### src/rtl/dmem_arb_pkg.sv
// Shared types and helpers for the data-memory arbiter (dmem_arbiter, rr_arb2).
// Round-robin arbitration is enabled by defining DMEM_ARB_RR_EN.
package dmem_arb_pkg;

  typedef enum logic [1:0] {
    SZ_B = 2'd0,
    SZ_H = 2'd1,
    SZ_W = 2'd2
  } size_e;

  typedef enum logic [1:0] {
    IDLE   = 2'd0,
    ACCESS = 2'd1,
    RESP   = 2'd2
  } state_e;

  typedef enum logic {
    OWN_C = 1'b0,
    OWN_D = 1'b1
  } owner_e;

  localparam logic [3:0] BE_B = 4'b0001;
  localparam logic [3:0] BE_H = 4'b0011;
  localparam logic [3:0] BE_W = 4'b1111;

  // Size code 3 is deliberately folded into the word case.
  function automatic logic [3:0] size_to_be(input logic [1:0] size);
    case (size)
      SZ_B:    return BE_B;
      SZ_H:    return BE_H;
      default: return BE_W;
    endcase
  endfunction

  function automatic logic [31:0] be_to_mask(input logic [3:0] be);
    return {{8{be[3]}}, {8{be[2]}}, {8{be[1]}}, {8{be[0]}}};
  endfunction

endpackage

### src/rtl/dmem_arbiter_rr_arb2.sv
// Two-way grant logic: bit 0 = core port C, bit 1 = DMA port D.
// DMEM_ARB_RR_EN selects round-robin on ties; otherwise C has fixed priority.
module rr_arb2
  import dmem_arb_pkg::*;
(
`ifdef DMEM_ARB_RR_EN
  input  logic       clk,
  input  logic       reset,
  input  logic       accept,
`endif
  input  logic [1:0] req,
  output logic [1:0] gnt
);

`ifdef DMEM_ARB_RR_EN
  owner_e last_grant_q;
  owner_e last_grant_d;

  always_comb begin
    gnt = 2'b00;
    case (req)
      2'b01:   gnt = 2'b01;
      2'b10:   gnt = 2'b10;
      2'b11:   gnt = (last_grant_q == OWN_D) ? 2'b01 : 2'b10;
      default: gnt = 2'b00;
    endcase
  end

  always_comb begin
    last_grant_d = last_grant_q;
    if (accept) begin
      last_grant_d = gnt[1] ? OWN_D : OWN_C;
    end
  end

  // Reset to D so the first tie after reset goes to the core.
  always_ff @(posedge clk) begin
    if (reset) begin
      last_grant_q <= OWN_D;
    end else begin
      last_grant_q <= last_grant_d;
    end
  end
`else
  always_comb begin
    gnt    = 2'b00;
    gnt[0] = req[0];
    gnt[1] = req[1] & ~req[0];
  end
`endif

endmodule

### src/rtl/dmem_arbiter.sv
// Single-port data-memory arbiter between core (C) and DMA/debug loader (D):
// IDLE -> ACCESS -> RESP, one access in flight. Optional macro: DMEM_ARB_RR_EN.
module dmem_arbiter
  import dmem_arb_pkg::*;
#(
  parameter int ADDR_W = 8,
  parameter int DATA_W = 32
) (
  input  logic              clk,
  input  logic              reset,
  input  logic              c_req_valid,
  output logic              c_req_ready,
  input  logic              c_we,
  input  logic [1:0]        c_size,
  input  logic [ADDR_W-1:0] c_addr,
  input  logic [DATA_W-1:0] c_wdata,
  output logic              c_rsp_valid,
  output logic [DATA_W-1:0] c_rdata,
  input  logic              d_req_valid,
  output logic              d_req_ready,
  input  logic              d_we,
  input  logic [1:0]        d_size,
  input  logic [ADDR_W-1:0] d_addr,
  input  logic [DATA_W-1:0] d_wdata,
  output logic              d_rsp_valid,
  output logic [DATA_W-1:0] d_rdata,
  output logic              mem_en,
  output logic              mem_we,
  output logic [3:0]        mem_be,
  output logic [ADDR_W-1:0] mem_addr,
  output logic [DATA_W-1:0] mem_wdata,
  input  logic [DATA_W-1:0] mem_rdata
);

  state_e            state_q, state_d;
  logic              we_q, we_d;
  logic [1:0]        size_q, size_d;
  logic [ADDR_W-1:0] addr_q, addr_d;
  logic [DATA_W-1:0] wdata_q, wdata_d;
  owner_e            owner_q, owner_d;

  logic [1:0]        gnt;
  logic              idle, c_acc, d_acc, accept;
  logic              in_access, in_resp;
  logic [DATA_W-1:0] rsp_data;

  rr_arb2 u_arb (
`ifdef DMEM_ARB_RR_EN
    .clk    (clk),
    .reset  (reset),
    .accept (accept),
`endif
    .req    ({d_req_valid, c_req_valid}),
    .gnt    (gnt)
  );

  // Handshake: a request transfers on a cycle where valid and ready are both
  // high; ready is only offered in IDLE, never during reset, to one winner.
  always_comb begin
    idle        = (state_q == IDLE) & ~reset;
    c_req_ready = idle & gnt[0];
    d_req_ready = idle & gnt[1];
    c_acc       = c_req_valid & c_req_ready;
    d_acc       = d_req_valid & d_req_ready;
    accept      = c_acc | d_acc;
  end

  always_comb begin
    state_d = state_q;
    we_d    = we_q;
    size_d  = size_q;
    addr_d  = addr_q;
    wdata_d = wdata_q;
    owner_d = owner_q;
    case (state_q)
      IDLE: begin
        if (accept) begin
          state_d = ACCESS;
          owner_d = d_acc ? OWN_D : OWN_C;
          we_d    = d_acc ? d_we    : c_we;
          size_d  = d_acc ? d_size  : c_size;
          addr_d  = d_acc ? d_addr  : c_addr;
          wdata_d = d_acc ? d_wdata : c_wdata;
        end
      end
      ACCESS:  state_d = RESP;
      RESP:    state_d = IDLE;
      default: state_d = IDLE;
    endcase
  end

  always_ff @(posedge clk) begin
    if (reset) begin
      state_q <= IDLE;
      we_q    <= 1'b0;
      size_q  <= 2'd0;
      addr_q  <= '0;
      wdata_q <= '0;
      owner_q <= OWN_C;
    end else begin
      state_q <= state_d;
      we_q    <= we_d;
      size_q  <= size_d;
      addr_q  <= addr_d;
      wdata_q <= wdata_d;
      owner_q <= owner_d;
    end
  end

  // Outputs are gated by reset so an aborted transaction never strobes or responds.
  always_comb begin
    in_access = (state_q == ACCESS) & ~reset;
    in_resp   = (state_q == RESP) & ~reset;
    mem_en    = in_access;
    mem_we    = in_access & we_q;
    mem_be    = in_access ? size_to_be(size_q) : 4'b0000;
    mem_addr  = in_access ? addr_q : '0;
    mem_wdata = in_access ? wdata_q : '0;
    rsp_data  = we_q ? '0 : (mem_rdata & be_to_mask(size_to_be(size_q)));
    c_rsp_valid = in_resp & (owner_q == OWN_C);
    d_rsp_valid = in_resp & (owner_q == OWN_D);
    c_rdata   = c_rsp_valid ? rsp_data : '0;
    d_rdata   = d_rsp_valid ? rsp_data : '0;
  end

endmodule

### config.mk
export PLATFORM = sky130hd
export DESIGN_NAME = dmem_arbiter
export DESIGN_NICKNAME = d
export VERILOG_FILES = /design/src/rtl/dmem_arb_pkg.sv /design/src/rtl/dmem_arbiter_rr_arb2.sv /design/src/rtl/dmem_arbiter.sv
export SDC_FILE = /design/constraint.sdc
export NUM_CORES = 1
export LEC_CHECK = 0
export ABC_AREA = 1
export CORE_MARGIN = 10
export CORE_UTILIZATION = 25
export DETAILED_ROUTE_END_ITERATION = 16
export GPL_TIMING_DRIVEN = 0
export PLACE_DENSITY = 0.61
export SLEW_MARGIN = 20
export SYNTH_ARGS = -nofsm -noshare
export SYNTH_HDL_FRONTEND = slang
export SYNTH_SLANG_ARGS = --single-unit
### constraint.sdc
create_clock -name clk -period 1.93 [get_ports clk]
set_clock_uncertainty 0.1 [all_clocks]
set_input_delay 0.4825 -clock clk [delete_from_list [all_inputs] [get_ports clk]]
set_output_delay 0.4825 -clock clk [all_outputs]
set_load 0.03 [all_outputs]
# After elaboration in Yosys (flattened, before gate mapping)
# Index checks and enable logic that the tools add are counted.
# word_totals
register_bits	46
in_bits	122
output_inout_bits	114
wordCells	43
# classes
n_eq_ne	4
mux	14
bitwise_logic	16
reduce_logical	3
# ops
operator	n
32-bit 2-to-1 mux	5
32-bit bitwise AND	1
8-bit 2-to-1 mux	2
1-bit bitwise AND	11
4-bit one-hot mux with 2 select lines	1
2-bit by 1-bit equality test with 1-bit output, second input constant	2
2-bit logical NOT	2
2-bit 2-to-1 mux	2
4-bit 2-to-1 mux	1
2-bit one-hot mux with 2 select lines	1
1-bit NOT	3
2-bit equality test, second input constant	1
1-bit 2-to-1 mux	2
2-bit inequality test, second input constant	1
2-bit AND reduction	1
1-bit bitwise OR	1

# Logic depth before layout (Yosys ltp)
# Gate-level depths: netlist of run 1.
# depth
word_depth	7
ltp_mapped	7

# Hierarchy
# A second synthesis of run 1 with hierarchy kept.
# hier_totals
cells_unflattened	552
hier_area_um2	3054.2
# by_module_without_submodules
mod	instances	cells_per_inst	area_each_um2
dmem_arbiter	1	549	3036.7
rr_arb2	1	3	17.5

# Least setup slack after synthesis of run 1
# OpenSTA, ideal clock, no wires.
# synth_path
kind	input -> output
from	input reset
to	output c_rdata[22]
arrival_time_ps	1598
setup_slack_ps	-250
path_stages	4
path_buffers	1
cell_sequence	clkinv_1 > nand4_1 > buf_2 > nor3_1
# synth_between
elab_chain_cells	4
# synth_rtl
item	line_no	rtl
start: declaration	dmem_arbiter.sv:10	input logic reset,
1-bit NOT	dmem_arbiter.sv:113	in_resp = (state_q == RESP) & ~reset;
1-bit bitwise AND	dmem_arbiter.sv:113	
1-bit bitwise AND	dmem_arbiter.sv:120	c_rsp_valid = in_resp & (owner_q == OWN_C);
32-bit 2-to-1 mux	dmem_arbiter.sv:122	c_rdata = c_rsp_valid ? rsp_data : '0;
end: declaration	dmem_arbiter.sv:18	output logic [DATA_W-1:0] c_rdata,
# Every way passes these cells.

# Worst setup path after layout of run 1
# layout_path
from	register owner_q
to	output d_rdata[19]
# layout_between
elab_chain_cells	2
# layout_rtl
item	line_no	rtl
start: declaration	dmem_arbiter.sv:40	owner_e owner_q, owner_d;
start signal: assignment	dmem_arbiter.sv:106	owner_q <= owner_d;
1-bit bitwise AND	dmem_arbiter.sv:121	d_rsp_valid = in_resp & (owner_q == OWN_D);
32-bit 2-to-1 mux	dmem_arbiter.sv:123	d_rdata = d_rsp_valid ? rsp_data : '0;
end: declaration	dmem_arbiter.sv:26	output logic [DATA_W-1:0] d_rdata,
# Every way passes these cells.

==> run metrics, run 1 <==
antenna-violating nets left=0; initial antenna violation count=0; Syn Area/Cell=5.356 um2; die area=0.01855 mm2; vias per std cell=4.237; share of layout cells above drive strength 1=34.59%; drt pass-1 iters=4; Simple-Gate Fraction of Synth Area=40.64%; synth unique cells=20; Initial Util=25.48%; RSZ-0062 raised after global routing=true; critical path startpoint category=flip-flop; row count=42; Compound-Gate Fraction of Synth Area=6.859%; Die H=136.2 um; Slew headroom=63.16%; CP Capture Type=primary output; dpl cell area=0.006061 mm2; Root Driver=clkbuf_16; largest family of logic cells by synthesized area=simple AND/OR/NAND/NOR gates; Adder-Cell Fraction of Synth Area=0%; diode count=0; pwr/cell area=449.1 mW/mm2; fin nets=1,026; Tcrit/Tclk final=111.2%; pin count of the biggest net entering global routing=14; DR DRC count=0; status=complete, but fails checks; final worst setup slack=-0.2171 ns; Final Hold Viols=0; GRT Util Overall=16.05%; Tightest Pin Transition=0.5527 ns; fin area=0.007217 mm2; clk buf depth=2; first-pass GRT wire length=23,750 um; fraction of synthesized area in multiplexers=0%; placed wire-length estimate=12,520 um; Worst Hold Class=primary input to flip-flop; Cell Area, Synth=0.003374 mm2; total number of vias=4,580; Clock Latency Late Sink=0.28 ns; failing checks=negative setup slack; CTS tree=done; RD Place Congestion=0.8840; Final Max Tran Viols=0; fmax=465.7 MHz; DR WL/cell=15.60 um; GRT Residual Overflow=0; total CTS buffers=5; CTS sink cnt=46; Syn Inst Count=630; hold buffer count at cts=0; Setup violations, final=109; Max-Cap Viols=0; Syn Nets=752; final wirelength=16,860 um; Pwr Total=0.003241 W; Syn-to-layout area delta=113.9%; core area=0.01324 mm2; DRT iter0 DRCs=103; sequential-to-total area share from yosys stat=27.29%; die width=136.2 um; port bufs=235; yosys warns=0; Arrival @ worst endpoint=1.56 ns; fin crit period=2.147 ns; critical setup path kind=flip-flop to primary output; Clk pin slew, worst setup/hold paths=0.07 ns; WP data required=1.35 ns; vias in the first global route=4,268; VDD IR max=0.3699 mV; leakage=3.845 nW; I/O pin count=236; Synth Register Bits=46; Reg2Reg Setup Slack=0.09 ns; H-tree levels=2; xor/xnor share of the synthesized area=0%; crit-path max FO=10
-- worst max-delay path: stages, from the launching register on --
cell and delay (ns):
dfxtp_2 0.34, inv_2 0.05, nor2_4 0.09, nand3_4 0.16
buf_8 0.20, nor3_1 0.21, buf_4 0.22
-- Yosys cell counts --
| library cell | count | area share [%] |
|---|---|---|
| a21oi_1 | 44 | 6.5 |
| a31oi_1 | 1 | 0.19 |
| buf_1 | 1 | 0.11 |
| buf_2 | 20 | 3.0 |
| buf_4 | 3 | 0.67 |
| buf_6 | 4 | 1.3 |
| clkbuf_1 | 10 | 1.1 |
| clkinv_1 | 1 | 0.11 |
| dfxtp_1 | 46 | 27 |
| inv_1 | 168 | 19 |
| inv_2 | 2 | 0.22 |
| nand2_1 | 208 | 23 |
| nand3_1 | 4 | 0.59 |
| nand3_2 | 1 | 0.30 |
| nand3_4 | 2 | 1.0 |
| nand4_1 | 4 | 0.74 |
| nor2_1 | 45 | 5.0 |
| nor2_4 | 1 | 0.33 |
| nor3_1 | 64 | 9.5 |
| o21ai_1 | 1 | 0.15 |
-- worst paths after layout --
check | start | end | cells after the start
max | owner_q$_SDFFE_PP0P_ | d_rdata[19] | 6
min | reset | we_q$_SDFFE_PP0P_ | 4
max reg2reg | state_q[1]$_SDFFE_PP0P_ | size_q[0]$_SDFFE_PP0P_ | 11
min reg2reg | owner_q$_SDFFE_PP0P_ | owner_q$_SDFFE_PP0P_ | 2
-- layout by cell type, fill, tap and decap left out --
master / count
a21oi_1: 40
a21oi_2: 4
a31oi_1: 1
buf_12: 6
buf_2: 11
buf_4: 92
buf_6: 58
buf_8: 5
bufinv_16: 1
clkbuf_1: 6
clkbuf_16: 9
clkbuf_4: 1
clkbuf_8: 3
clkdlybuf4s50_1: 118
clkinv_4: 1
clkinvlp_4: 1
dfxtp_1: 42
dfxtp_2: 1
dfxtp_4: 3
dlygate4sd2_1: 2
inv_1: 161
inv_2: 5
inv_4: 3
nand2_1: 206
nand2_2: 1
nand2_4: 2
nand3_1: 3
nand3_4: 4
nand4_1: 4
nor2_1: 3
nor2_2: 38
nor2_4: 5
nor3_1: 6
nor3_2: 26
nor3_4: 32
o21ai_4: 1
-- state kept, by name (all words and copies together) (netlist names) --
name and count:
state_q 2, owner_q 1, addr_q 8, wdata_q 32, we_q 1, size_q 2
-- cell type report --
type,instances,area (um2)
buffer,36,361.6
sequential,46,933.4
multi-input combinational,376,2286
tap,176,220.2
clock inverter,1,30.03
inverter,171,658.1
fill,1303,6026
clock buffer,7,132.6
timing repair buffer,268,2595
-- what timing repair did --
| action | in CTS | in global routing |
|---|---|---|
| setup endpoints to repair | 143 | 113 |
| buffers inserted | 11 | 16 |
| cloned | 3 | 4 |
| pin swaps | 6 | 6 |
| gates resized for setup | 874 | 118 |
| endpoints found under the hold margin | 0 | 0 |
-- through the flow --
step / setup slack, ns / hold WS [ns] / instances / util, % / TNS [ns]
CTS: -0.1248 / 0.3725 / 1061 / 49.19 / -7.717
floorplan: -0.2503 / 0.3485 / 630 / - / -14.96
global route: -0.2783 / 0.3949 / 1081 / 54.50 / -16.72
finish: -0.2171 / 0.3826 / 1081 / 54.50 / -8.489
global placement: -1.412 / 0.3547 / 1041 / 45.77 / -158.66
detailed placement: -1.397 / 0.3545 / 1041 / 45.77 / -160.27
-- cells by family (layout without fill, tap and decap cells) --
| kind of cell | count (synthesis) | in the layout |
|---|---|---|
| AO/OA/AOI/OAI | 46 | 46 |
| buffers and inverters | 209 | 483 |
| flip-flops | 46 | 46 |
| AND/OR/NAND/NOR | 329 | 330 |
-- metal layers --
layer,share of wire [%],track usage [%],wire length [um],vias up
li1,-,-,-,2372
met4,1.2,2.604,209,0
met5,0,0,0,-
met3,10,6.162,1684,18
met1,39,17.63,6614,1982
met2,50,29.02,8350,208
-- report_power, final --
part	internal (W)	leakage, nW	switching (W)
Combinational	0.000545	3.39	0.000650
Sequential	0.00103	0.382	0.0000304
Clock	0.000613	0.0781	0.000369
(Power assumes the default switching activity.)
==> inputs of run 2 (changes only) <==
- CORE_UTILIZATION: 25 -> 36
- PLACE_DENSITY: 0.61 -> 0.79
==> run 2 against run 1 <==
The flow still finishes with violations (negative setup slack). Clock power down 40%. Register-to-register slack worse by 0.10 ns. Global-route usage up 5.1 points. Non-clock buffer count down 1. Maximum frequency down 1.3%. Routed wire length up 1.7%. Die area down 26%. Largest cell class unchanged. Largest power group unchanged.
==> run metrics, run 2 (synthesized netlist as in run 1, its figures left out) <==
status=complete, but fails checks; failing checks=negative setup slack; Die H=116.8 um; Most flops, register=wdata_q; initial antenna violation count=0; antenna-violating nets left=0; worst r2r src=state_q[1]$_SDFFE_PP0P_; final worst setup slack=-0.2464 ns; NetSw=0.001034 W; CP Capture Type=primary output; share of layout cells above drive strength 1=34.37%; Clk pin slew, worst setup/hold paths=0.08 ns; fin crit period=2.176 ns; Root Driver=clkbuf_8; CTS tree=done; Largest regs=wdata_q (32), addr_q (8); DRT iter0 DRCs=273; Final Core Density=78.93%; die area=0.01365 mm2; Flop pwr share=36.8%; total number of vias=4,772; Final Max Tran Viols=0; RD Place Congestion=0.8079; Slew headroom=64.82%; vias in the first global route=4,510; first-pass GRT wire length=23,000 um; Comb pwr share=42.9%; clk buf depth=2; Crit. Startpoint=owner_q$_SDFFE_PP0P_; Worst Hold Launch=owner_q$_SDFFE_PP0P_; leakage=3.831 nW; GRT Residual Overflow=0; Arrival @ worst endpoint=1.59 ns; I/O pin count=236; most frequent cells in the layout=206 x nand2_1, 161 x inv_1, 118 x clkdlybuf4s50_1; drt pass-1 iters=4; Initial Util=36.69%; VDD IR max=0.2781 mV; GRT Util Overall=21.10%; most common cell after layout, fill and taps aside=nand2_1; max reg flops=32; crit-path max FO=5; die width=116.8 um; RSZ-0062 raised after global routing=true; pwr/cell area=399.7 mW/mm2; port bufs=235; core area=0.009196 mm2; CTS sink cnt=46; critical setup path kind=flip-flop to primary output; Max-Cap Viols=0; Clock Power Share=20.4%; Final Hold Viols=0; placed wire-length estimate=12,160 um; Clock Latency Late Sink=0.30 ns; vias per std cell=4.706; Sw Ratio=35.62%; fin nets=1,025; pin count of the biggest net entering global routing=13; Tcrit/Tclk final=112.8%; Internal=0.001868 W; Pwr Total=0.002901 W; Tightest Pin Transition=0.5277 ns; critical path startpoint category=flip-flop; WP data required=1.35 ns; Worst Hold Class=flip-flop to flip-flop; fmax=459.5 MHz; H-tree levels=2; Syn-to-layout area delta=115.1%; row count=35; Setup violations, final=114; total CTS buffers=5; DR WL/cell=16.91 um; DR DRC count=0; final wirelength=17,140 um
[run 2: cell types whose count changed in the layout (fill, tap and decap cells not counted), sizes merged]
cell and delta:
bufinv -1, clkbuf -1, buf -1, diode +1
[run 2: repair_timing]
item / in CTS / in global routing
resized for setup: 840 / 194
gates cloned: 0 / 9
endpoints found under the hold margin: 0 / 0
setup buffers: 12 / 12
endpoints found under the setup margin: 117 / 109
hold buffers: 0 / 0
pin swaps: 4 / 4
[run 2: critical path, cell delays in order, from the launching register on]
cell and delay (ns):
dfxtp_2 0.33, inv_2 0.07, nand4_1 0.12, buf_6 0.15
buf_6 0.13, clkbuf_16 0.16, nor3_2 0.14, buf_4 0.19
[run 2: worst paths after layout]
kind	end	slack (ns)	cells after the start
max	c_rdata[13]	-0.25	7
min	owner_q$_SDFFE_PP0P_	0.40	2
max reg2reg	addr_q[5]$_SDFFE_PP0P_	-0.01	10
min reg2reg	owner_q$_SDFFE_PP0P_	0.40	2
[run 2: stage by stage]
step	instance area, um2	instances	setup slack, ns	setup TNS [ns]	hold WS, ns
2_1_floorplan	3488	630	-0.2503	-14.96	0.3485
3_3_place_gp	5979	976	-1.332	-149.45	0.3517
3_5_place_dp	5979	976	-1.392	-156.22	0.3634
4_1_cts	6212	992	-0.2211	-11.48	0.3712
5_1_grt	7256	1013	-0.2897	-22.73	0.4322
6_report	7258	1014	-0.2464	-14.63	0.3952
[run 2: layout make-up]
type | instances | area, um2
Antenna cell | 1 | 2.502
Buffer | 36 | 371.6
Clock buffer | 6 | 82.58
Fill cell | 637 | 1938
Inverter | 171 | 655.6
Multi-Input combinational cell | 376 | 2389
Sequential cell | 46 | 934.6
Tap cell | 111 | 138.9
Timing Repair Buffer | 267 | 2684
[run 2: metal layers]
metal  global-route usage [%]  part of all wire, %  up-vias
met4                    5.437                  2.1        0
met3                    6.728                  9.6       25
met2                    41.43                   53      194
li1                         -                    -     2377
met5                        0                    0        -
met1                    20.62                   35     2176
[run 2: power groups by stage]
stage / clock network (W) / logic, W / registers (W)
final: 0.000591 / 0.00124 / 0.00107
after global routing: 0.000642 / 0.00135 / 0.00107
after CTS: 0.000601 / 0.00104 / 0.00107
after detailed placement: 0 / 0.000960 / 0.00108
after global placement: 0 / 0.000934 / 0.00108
after floorplan: 0 / 0.000537 / 0.00107
==> edit 1, RTL diff (config.mk and constraints of run 1) <==
Take the reset off `addr_q` and load it in a clocked block of its own.
--- a/src/rtl/dmem_arbiter.sv
+++ b/src/rtl/dmem_arbiter.sv
@@ -94,17 +94,19 @@
       state_q <= IDLE;
       we_q    <= 1'b0;
       size_q  <= 2'd0;
-      addr_q  <= '0;
       wdata_q <= '0;
       owner_q <= OWN_C;
     end else begin
       state_q <= state_d;
       we_q    <= we_d;
       size_q  <= size_d;
-      addr_q  <= addr_d;
       wdata_q <= wdata_d;
       owner_q <= owner_d;
     end
+  end
+
+  always_ff @(posedge clk) begin
+    addr_q <= addr_d;
   end
 
   // Outputs are gated by reset so an aborted transaction never strobes or responds.
Formal check against the unedited RTL: no difference found for any inputs over 10 cycles, from zero or initial values and one cycle with reset high; that may be too few to reach the edited logic, so the function may still have changed.
==> edit 1 against run 1 <==
The run still ends with setup timing left. Highest routed layer unchanged. Synthesized area decreased by 3.0%. Worst hold slack improved by 11 ps. Setup slack gained 44 ps. Routed wire length is 1.1% higher. Final cell count decreased by 4.2%. Sequential cell count unchanged. Final area grew 5.5%. Utilization is 5.4 points higher. Power down 0.36%.
==> edit 1: results (changes against run 1) <==
CTS
  • Clock-pin slew on the worst setup and hold paths: 60 ps
  • Clock buffer count from CTS: 5 (unchanged)
  • Max H-tree Level: 2 (unchanged)
  • Clk root buf: clkbuf_16

Placement
  • Dpl cells: 993 (-4.6%)
  • HPWL after DPL: 12.5 mm (-0.10%)
  • GP Congestion: 0.836 (-5.5%)
  • Dpl cell area: 5980 µm² (-1.3%)
  • Dpl ws: -1530 ps (-137 ps)

Timing
  • Max-slew headroom: 67.3% (+4.1 points)
  • Post-route worst setup slack: -173 ps (+44.0 ps)
  • Setup-failing EPs final: 112 (+2.8%)
  • Setup_tns: -9700 ps (-1210 ps)

Drt
  • DR iter-0 viols: 115 (+12%)
  • Drt total wl: 17.0 mm (+1.1%)
  • Via count: 4509 (-1.6%)
  • Vias/cell: 4.35 (+2.7%)

Global route
  • Initial antenna violation count: 0 (unchanged)
  • Gr usage total: 17.2% (+1.1 points)
  • First-pass GRT wire length: 25.3 mm (+6.4%)
  • Largest net degree at the start of global routing: 18 (+4)
  • Vias in the first global route: 4704 (+10%)

Setup path
  • CP arrival: 1520 ps (-40 ps)
  • CP max-delay cell: dfxtp_4
  • Critical path's top delay family: buffers and inverters
  • CP peak stage delay: 360 ps (+20 ps)

Job
  • Max_cap viols: 0 (unchanged)

Pwr
  • Clk pwr share: 26.5% (-3.8 points)
  • LEAKAGE: 3.85 nW (+0.24%)
  • Power Density: 424 nW/µm² (-5.6%)
  • Internal power: 2.16 mW (-1.3%)
  • Max IR drop VDD: 0.330 mV (-11%)
  • Sequential power: 1.10 mW (+4%)

Logic synthesis
  • Syn avg cell area: 5.58 µm² (+4.2%)
  • Async SR Flop Fraction: 0% (unchanged)
  • Post-synth EDFFs: 8 (+8)
  • Syn Nets: 708 (-5.9%)
  • Cell variety after synth: 19 (-5.0%)
  • Sequential element share of the synthesized area: 30.6% (+3.3 points)
  • Warnings from Yosys: 0 (unchanged)
  • Synth Flop Type: dfxtp_1
  • Top cells by area, synth: dfxtp_1 (23%), nand2_1 (22%), inv_1 (17%)
  • Synth cell count leaders: nand2_1 (193), inv_1 (150), nor3_1 (64), nor2_1 (45), dfxtp_1 (38)

Layout
  • Share of cells above drive strength 1: 36.3% (+1.7 points)
  • Register bank with the most flops: wdata_q
  • Fillers: 1167 (-10%)
  • Largest regs: wdata_q: 32 flops, addr_q: 8 flops
  • Final instance area: 7620 µm² (+5.5%)

Status
  • Failing checks: setup timing
  • Outcome: finished, violations left

Worst hold path
  • Hold Crit Class: in2reg
## edit 1: cell types whose count changed in the layout (fill, tap and decap cells not counted), moves of 4 or more
cell,before,now
a21oi_1,40,35
a21oi_2,4,0
buf_12,6,10
buf_2,11,6
buf_4,92,53
buf_6,58,92
dfxtp_1,42,33
edfxtp_1,0,8
inv_1,161,145
nand2_1,206,191
nor2_2,38,0
nor2_4,5,45
nor3_2,26,31
nor3_4,32,28
## edit 1: logic make-up after synthesis
family          after synthesis  share of synthesized area, %
buf+inv                     188                          23.4
compound gates               37                          5.66
flops                        46                          30.6
simple gates                315                          40.3
## edit 1: area by class of cell
class | instances | share of cell area, %
Antenna cell | 1 | 0.0329
Buffer | 33 | 5.45
Inverter | 154 | 7.85
Multi-Input combinational cell | 354 | 31.7
Timing Repair Buffer | 269 | 37.0
Tap cell | 172 | 2.83
Sequential cell | 46 | 13.3
Clock buffer | 7 | 1.87
## edit 1: path summary, 6_finish.rpt
| path | start | end | slack, ps | cells past startpoint |
|---|---|---|---|---|
| worst max-delay path | state_q[0]$_SDFFE_PP0P_ | d_rdata[10] | -170 | 6 |
| worst min-delay path | reset | size_q[0]$_SDFFE_PP0P_ | 390 | 4 |
| worst max register to register | state_q[1]$_SDFFE_PP0P_ | addr_q[7]$_DFFE_PP_ | 80 | 7 |
| worst min register to register | owner_q$_SDFFE_PP0P_ | owner_q$_SDFFE_PP0P_ | 430 | 2 |
## edit 1: layer usage
layer,vias up,track usage (%),part of all wire (%)
met1,2046,18.2,38
met4,0,4.66,2.2
met5,-,0,0
li1,2270,-,-
met2,170,32.3,52
met3,23,4.74,7.4
## edit 1: what timing repair did
action,CTS,global route
gates resized for setup,934,128
setup buffers,17,9
gates cloned,5,5
setup endpoints to repair,152,122
hold buffers,0,0
pin swaps,9,4
==> edit 2, RTL diff (settings of run 1) <==
Made on the original files. The parameter `DATA_W` goes from 32 to 64.
--- a/src/rtl/dmem_arbiter.sv
+++ b/src/rtl/dmem_arbiter.sv
@@ -4,7 +4,7 @@
   import dmem_arb_pkg::*;
 #(
   parameter int ADDR_W = 8,
-  parameter int DATA_W = 32
+  parameter int DATA_W = 64
 ) (
   input  logic              clk,
   input  logic              reset,
Ports: changed (6 resized); port bits go from 236 to 428. The function was not compared with the original's and may differ.
==> edit 2 against run 1 <==
The flow still finishes with violations (setup timing). Via count up 61%. Setup slack got worse by 43 ps. Global-route usage up 2.4 points. Synthesized area grew 74%. Routed wire length is 73% higher. Power up 81%. Sequential cell count rose by 32. Final area is 79% higher.
==> edit 2: results (changes against run 1) <==
Placement
  • GP Congestion: 0.822 (-7.0%)
  • Port Buffers: 330 (+40%)
  • Dpl cells: 1780 (+71%)
  • HPWL after DPL: 22.0 mm (+76%)
  • Dpl cell area: 11100 µm² (+82%)
  • Dpl ws: -1250 ps (+146 ps)

CTS
  • Clock-pin slew on the worst setup and hold paths: approximately 60 ps
  • Clock buffer count from CTS: 9 (+4)
  • Clock latency on the worst-skew pair: 340 ps (+60 ps)
  • Max H-tree Level: 3 (+1)

Global route
  • GRT met3 Usage: 6.84% (+0.68 points)
  • Vias in the first global route: 7511 (+76%)
  • Gr usage total: 18.4% (+2.4 points)
  • First-pass GRT wire length: 43.7 mm (+84%)
  • Routing usage on met1: 19.3% (+1.6 points)
  • Met2 usage: 34.3% (+5.3 points)

Logic synthesis
  • Top cells by area, synth: dfxtp_1 (27%), nand2_1 (23%), inv_1 (17%)
  • Synth Flop Type: dfxtp_1
  • Post-synthesis compound-gate area fraction: 6.66% (-0.20 points)
  • Post-Synth XOR/XNOR Area: 0% (unchanged)
  • Sequential element share of the synthesized area: 26.6% (-0.74 points)
  • Cells after synthesis: 1068 (+70%)
  • Most common cell in the netlist: nand2_1
  • Synth cell count leaders: nand2_1 (365), inv_1 (263), dfxtp_1 (78), a21oi_1 (76), nor2_1 (76)

Drt
  • DR top layer: met4
  • Via count: 7382 (+61%)
  • M1 WL: 11.1 mm (+68%)
  • DR iter-0 viols: 283 (+170%)
  • Routed length on met3: 2.49 mm (+48%)
  • Routed wire per std cell: 15.7 µm (+0.48%)
  • Metal2 WL: 15.2 mm (+82%)

Timing
  • Setup-failing EPs final: 146 (+34%)
  • Setup_tns: -23500 ps (-15020 ps)
  • Post-route worst setup slack: -260 ps (-42.9 ps)
  • Final worst hold slack: 348 ps (-34.1 ps)
  • Max-slew headroom: 60.6% (-2.6 points)

Setup path
  • Crit path from: owner_q$_SDFFE_PP0P_
  • CP peak stage delay: 340 ps (about the same)
  • CP arrival: 1610 ps (+50 ps)
  • R2R setup slack: 70 ps (-20 ps)
  • Worst r2r path cells: 9 (-2)
  • Worst setup path endpoint: d_rdata[21]
  • Crit-path max FO: 5 (-5)
  • RR Endpoint: addr_q[6]$_SDFFE_PP0P_

Status
  • Failing checks: setup timing
  • Outcome: finished, violations left

Layout
  • Share of cells above drive strength 1: 32.6% (-2.0 points)
  • Non-filler cells, final: 1857 (+72%)
  • Largest regs: wdata_q: 64 flops, addr_q: 8 flops
  • Max reg flops: 64 (+100%)

Worst hold path
  • Hold EP: wdata_q[47]$_SDFFE_PP0P_
  • Hold Crit Class: in2reg

Pwr
  • Max IR drop VDD: 0.407 mV (+10%)
  • NetSw: 2.12 mW (+100%)
  • LEAKAGE: 6.85 nW (+78%)
[edit 2: cells by family after synthesis]
group / after synthesis
and+or+nand+nor: 520
buffers and inverters: 391
AOI/OAI and AO/OA: 78
DFF: 78
other: 1
[edit 2: power by group through the flow]
stage / clock network [mW] / logic (mW) / registers (mW)
4_1_cts: 1.69 / 2.38 / 1.80
6_report: 1.64 / 2.43 / 1.80
2_1_floorplan: 0 / 1.34 / 1.82
5_1_grt: 1.77 / 2.64 / 1.81
3_5_place_dp: 0 / 2.02 / 1.83
3_3_place_gp: 0 / 2.01 / 1.83
[edit 2: timing repair]
item	in CTS	in global routing
resized for setup	1142	58
setup buffers	39	18
pin swaps	26	19
cloned	15	2
setup endpoints to repair	148	148
[edit 2: area by class of cell]
cell class / instances / area, µm²
fillers: 2219 / 10400
repair buffers: 396 / 4420
multi-input cells: 663 / 4100
flip-flops and latches: 78 / 1570
plain buffers: 119 / 1150
inverters: 266 / 1030
well taps: 319 / 399
clock buffers: 11 / 243
clock inverters: 5 / 33.8
